$ cat config.mk
export PLATFORM = sky130hd
export DESIGN_NAME = demux1_16_using1_4_demux
export DESIGN_NICKNAME = d
export VERILOG_FILES = /design/src/rtl/demux_pkg.sv /design/src/rtl/demux1_4.sv /design/src/rtl/demux1_16_using1_4_demux.sv
export SDC_FILE = /design/constraint.sdc
export NUM_CORES = 1
export LEC_CHECK = 0
export ABC_AREA = 1
export CORE_AREA = 3 3 40 42
export DETAILED_ROUTE_END_ITERATION = 10
export DIE_AREA = 0 0 43 45
export GPL_ROUTABILITY_DRIVEN = 0
export PLACE_DENSITY_LB_ADDON = 0.1
export SYNTH_ARGS = -nofsm -noshare
export SYNTH_HDL_FRONTEND = slang
export SYNTH_SLANG_ARGS = --single-unit
$ cat constraint.sdc
create_clock -name clk -period 0.8 [get_ports clk]
set_input_delay 0.16 -clock clk [delete_from_list [all_inputs] [get_ports clk]]
set_output_delay 0.16 -clock clk [all_outputs]
set_load 0.05 [all_outputs]
$ cat src/rtl/demux_pkg.sv
// Shared constants for the 1-to-16 demux tree.
//   DEMUX_OUT_W : width of the demux output vector
//   DEMUX_SEL_W : width of the output index
//   LEAF_W      : width of one 1-to-4 leaf demux output
//   Y_RESET     : value of the output register while in reset
package demux_pkg;
  localparam int DEMUX_OUT_W = 16;
  localparam int DEMUX_SEL_W = 4;
  localparam int LEAF_W      = 4;

  localparam logic [DEMUX_OUT_W-1:0] Y_RESET = 16'h0000;
endpackage

$ cat src/rtl/demux1_4.sv
// Combinational 1-to-4 demultiplexer.
//   in  : data bit
//   sel : 2-bit output index
//   y   : 4-bit output; y[sel] = in, all other bits 0
module demux1_4
  import demux_pkg::*;
(
  input  logic              in,
  input  logic [1:0]        sel,
  output logic [LEAF_W-1:0] y
);

  always_comb begin
    y = '0;
    for (int k = 0; k < LEAF_W; k++) begin
      if (sel == k[1:0]) y[k] = in;
    end
  end

endmodule

$ cat src/rtl/demux1_16_using1_4_demux.sv
// 1-to-16 single-bit demultiplexer built from a two-level tree of 1-to-4
// demuxes, followed by a registered output stage (1-cycle latency).
//   clk   : rising-edge clock
//   rst_n : synchronous active-low reset, clears y
//   in    : data bit to route
//   sel   : output index 0..15
//   y     : registered output, at most one bit set
module demux1_16_using1_4_demux
  import demux_pkg::*;
(
  input  logic                   clk,
  input  logic                   rst_n,
  input  logic                   in,
  input  logic [DEMUX_SEL_W-1:0] sel,
  output logic [DEMUX_OUT_W-1:0] y
);

  logic [LEAF_W-1:0]      grp;     // stage-1 group lines, one per nibble
  logic [DEMUX_OUT_W-1:0] y_next;  // combinational tree output

  // Stage 1: sel[3:2] picks which nibble receives the data bit.
  demux1_4 u_stage1 (
    .in  (in),
    .sel (sel[3:2]),
    .y   (grp)
  );

  // Stage 2: each group line is spread across its own nibble by sel[1:0].
  for (genvar g = 0; g < 4; g++) begin : g_leaf
    demux1_4 u_leaf (
      .in  (grp[g]),
      .sel (sel[1:0]),
      .y   (y_next[LEAF_W*g +: LEAF_W])
    );
  end

  always_ff @(posedge clk) begin
    if (!rst_n) y <= Y_RESET;
    else        y <= y_next;
  end

endmodule

==> results.yml <==
timing:
  hold_viol: 0
  setup_violations: 16
  slew-limit-headroom_pct: 84.05
  drv_slew: 0
  fin_crit_sh_pct: 116.0
  max_freq_mhz: 1077
  worst_slack_ns: -0.1281
  period_needed_ns: 0.9281
  tightest_slew_ns: 0.2389
  tns_ns: -1.900
  rsz0062_at_grt: "yes"
logic_synthesis:
  avgSynthCellArea_sq_um: 9.732
  yosysMostFrequentCell: "nor2_1"
  synth_flop_cell: "dfxtp_1"
  ys_top_cells_by_count: "nor2_1, dfxtp_1, nand3_1"
  ys_seq_area_share_pct: 73.14
  yosysWarnings: 0
  postSynthRegisterBits: 16
  synth_cell_type_count: 5
  ys_top_cells_by_area: "dfxtp_1, nor2_1, nand3_1"
  synth_top_cell_area_share_pct: 73.14
  synth-edff-count: 0
  syn_inst: 45
  async_flop_share_pct: 0
  yosys.area.top_type: "dfxtp_1"
  synthesis.nets: 52
  syn-cell-area_sq_um: 437.9
cts:
  clockBufferDepth: 2
  cts_hold_buf: 0
  cts_tree: "yes"
  cts_inserted_buffers: 3
  htreeDepth: 1
  clk_pin_slew_ns: 0.09
  cts_setup_buffers: 0
  cts_resized: 18
  root_buffer: "clkbuf_4"
  clkSinkCount: 16
cells_and_area:
  reg_top3: "y x16"
  areaGrowthSynthToFinish_pct: 114.3
  instances_no_fill: 86
  final_nets: 79
  antenna_cells: 0
  largest_reg_flops: 16
  regMostFlops: "y"
  layout-drive-gt1-share_pct: 61.97
status:
  status: "finished with violations"
  violations: "setup timing"
run:
  maxCapViolCount: 0
power_and_ir_drop:
  leakagePower_nw: 0.4027
  vdd_drop_max_uv: 1301
  p_per_area_mw_per_mm2: 1570
critical_path:
  startpoint: "y[1]"
  path_delay_family: "flip-flops"
  worstSetupStartpointType: "flop"
  cp-endpoint: "y[1]"
  crit_slowest_cell: "dfxtp_2"
  critPathMaxFanout: 1
  slowest_delay_ns: 0.36
  cp.required_ns: 0.64
  cp.depth: 1
  crit_chain: "buf_12"
  worstPathArrival_ns: 0.77
  critPathBufInv: 1
  crit_type: "reg2out"
  crit_path_end_kind: "output port"
grt:
  grt_max_degree: 10
  grt_pass1_vias: 378
  grt_usage_pct: 11.26
  antenna_found_initial: 0
  grt_overflow: 0
  grt_pass1_wl_microns: 1511
detailed_routing:
  wirelength_microns: 990
  ant_nets: 0
  wl_per_cell_microns: 11.51
  drtIter0Drc: 4
  drt_first_pass_iters: 3
  remaining_drc_errors: 0
  dr_total_vias: 398
  drt-vias-per-instance: 4.628
die:
  core_sq_mm: 0.001285
  pin_count: 23
  die_w_microns: 43
  die-area_sq_mm: 0.001935
  die_h_microns: 45
  start_util_pct: 34.08
  std_cell_rows: 13
worst_hold_path:
  min_path_type: "in2reg"
placement:
  port_buffers: 22
  dpl.hpwl_microns: 706.7
  place_inst: 82
-- final cells by class --
type | instances | area (sq um)
timing repair buffer | 22 | 390.4
inverter | 4 | 15.01
multi-input combinational | 25 | 137.6
clock buffer | 4 | 36.28
sequential | 16 | 340.3
tap | 15 | 18.77
fill | 92 | 346.6
-- worst min-delay path by stage --
stage | startpoint | endpoint | slack (ns) | cells after the start
after floorplan | in | y[1] | 0.34 | 2
after global placement | y[11] | y[11] | 0.61 | 1
after detailed placement | y[5] | y[5] | 0.61 | 1
after CTS | sel[3] | y[11] | 0.57 | 3
after global routing | sel[3] | y[15] | 0.25 | 3
final | sel[3] | y[15] | 0.23 | 3
-- layer usage --
metal	share of wire [%]	GRT usage, %
met3	9.1	3.586
met2	47	18.26
met4	3.7	10.84
met1	40	11.39
met5	0	0
-- placed cells by master, fill, tap and decap left out, drive strengths merged --
cell           netlist  layout
buf                  0      16
dlymetal6s2s         0       4
nand2                1       1
inv                  4       4
dfxtp               16      16
clkbuf               0       4
nand3                7       7
clkdlybuf4s50        0       2
nor2                17      17
-- metrics by stage --
step	setup slack (ns)	total power, mW	hold WS (ns)	utilization [%]	instance area [sq um]
2_1_floorplan	0.05267	0.8791	0.3439	-	437.9
5_1_grt	-0.1626	1.539	0.2461	73.03	938.4
3_3_place_gp	-0.2639	0.9599	0.6080	65.14	837.1
4_1_cts	-0.1352	1.470	0.5653	70.30	903.4
3_5_place_dp	-0.3007	0.9622	0.6075	65.14	837.1
6_report	-0.1281	1.473	0.2313	73.03	938.4
-- kinds of logic after synthesis --
group | after synthesis | synth area share, %
AND/OR/NAND/NOR | 25 | 23.43
flip-flops | 16 | 73.14
buffers and inverters | 4 | 3.428
-- power breakdown --
part	internal [mW]	leakage [nW]	total, mW	switching [mW]
sequential	0.805	0.137	0.811	0.00643
clock	0.277	0.0210	0.515	0.239
combinational	0.0659	0.245	0.147	0.0807
total	1.15	0.403	1.47	0.326
(Power assumes the default switching activity.)
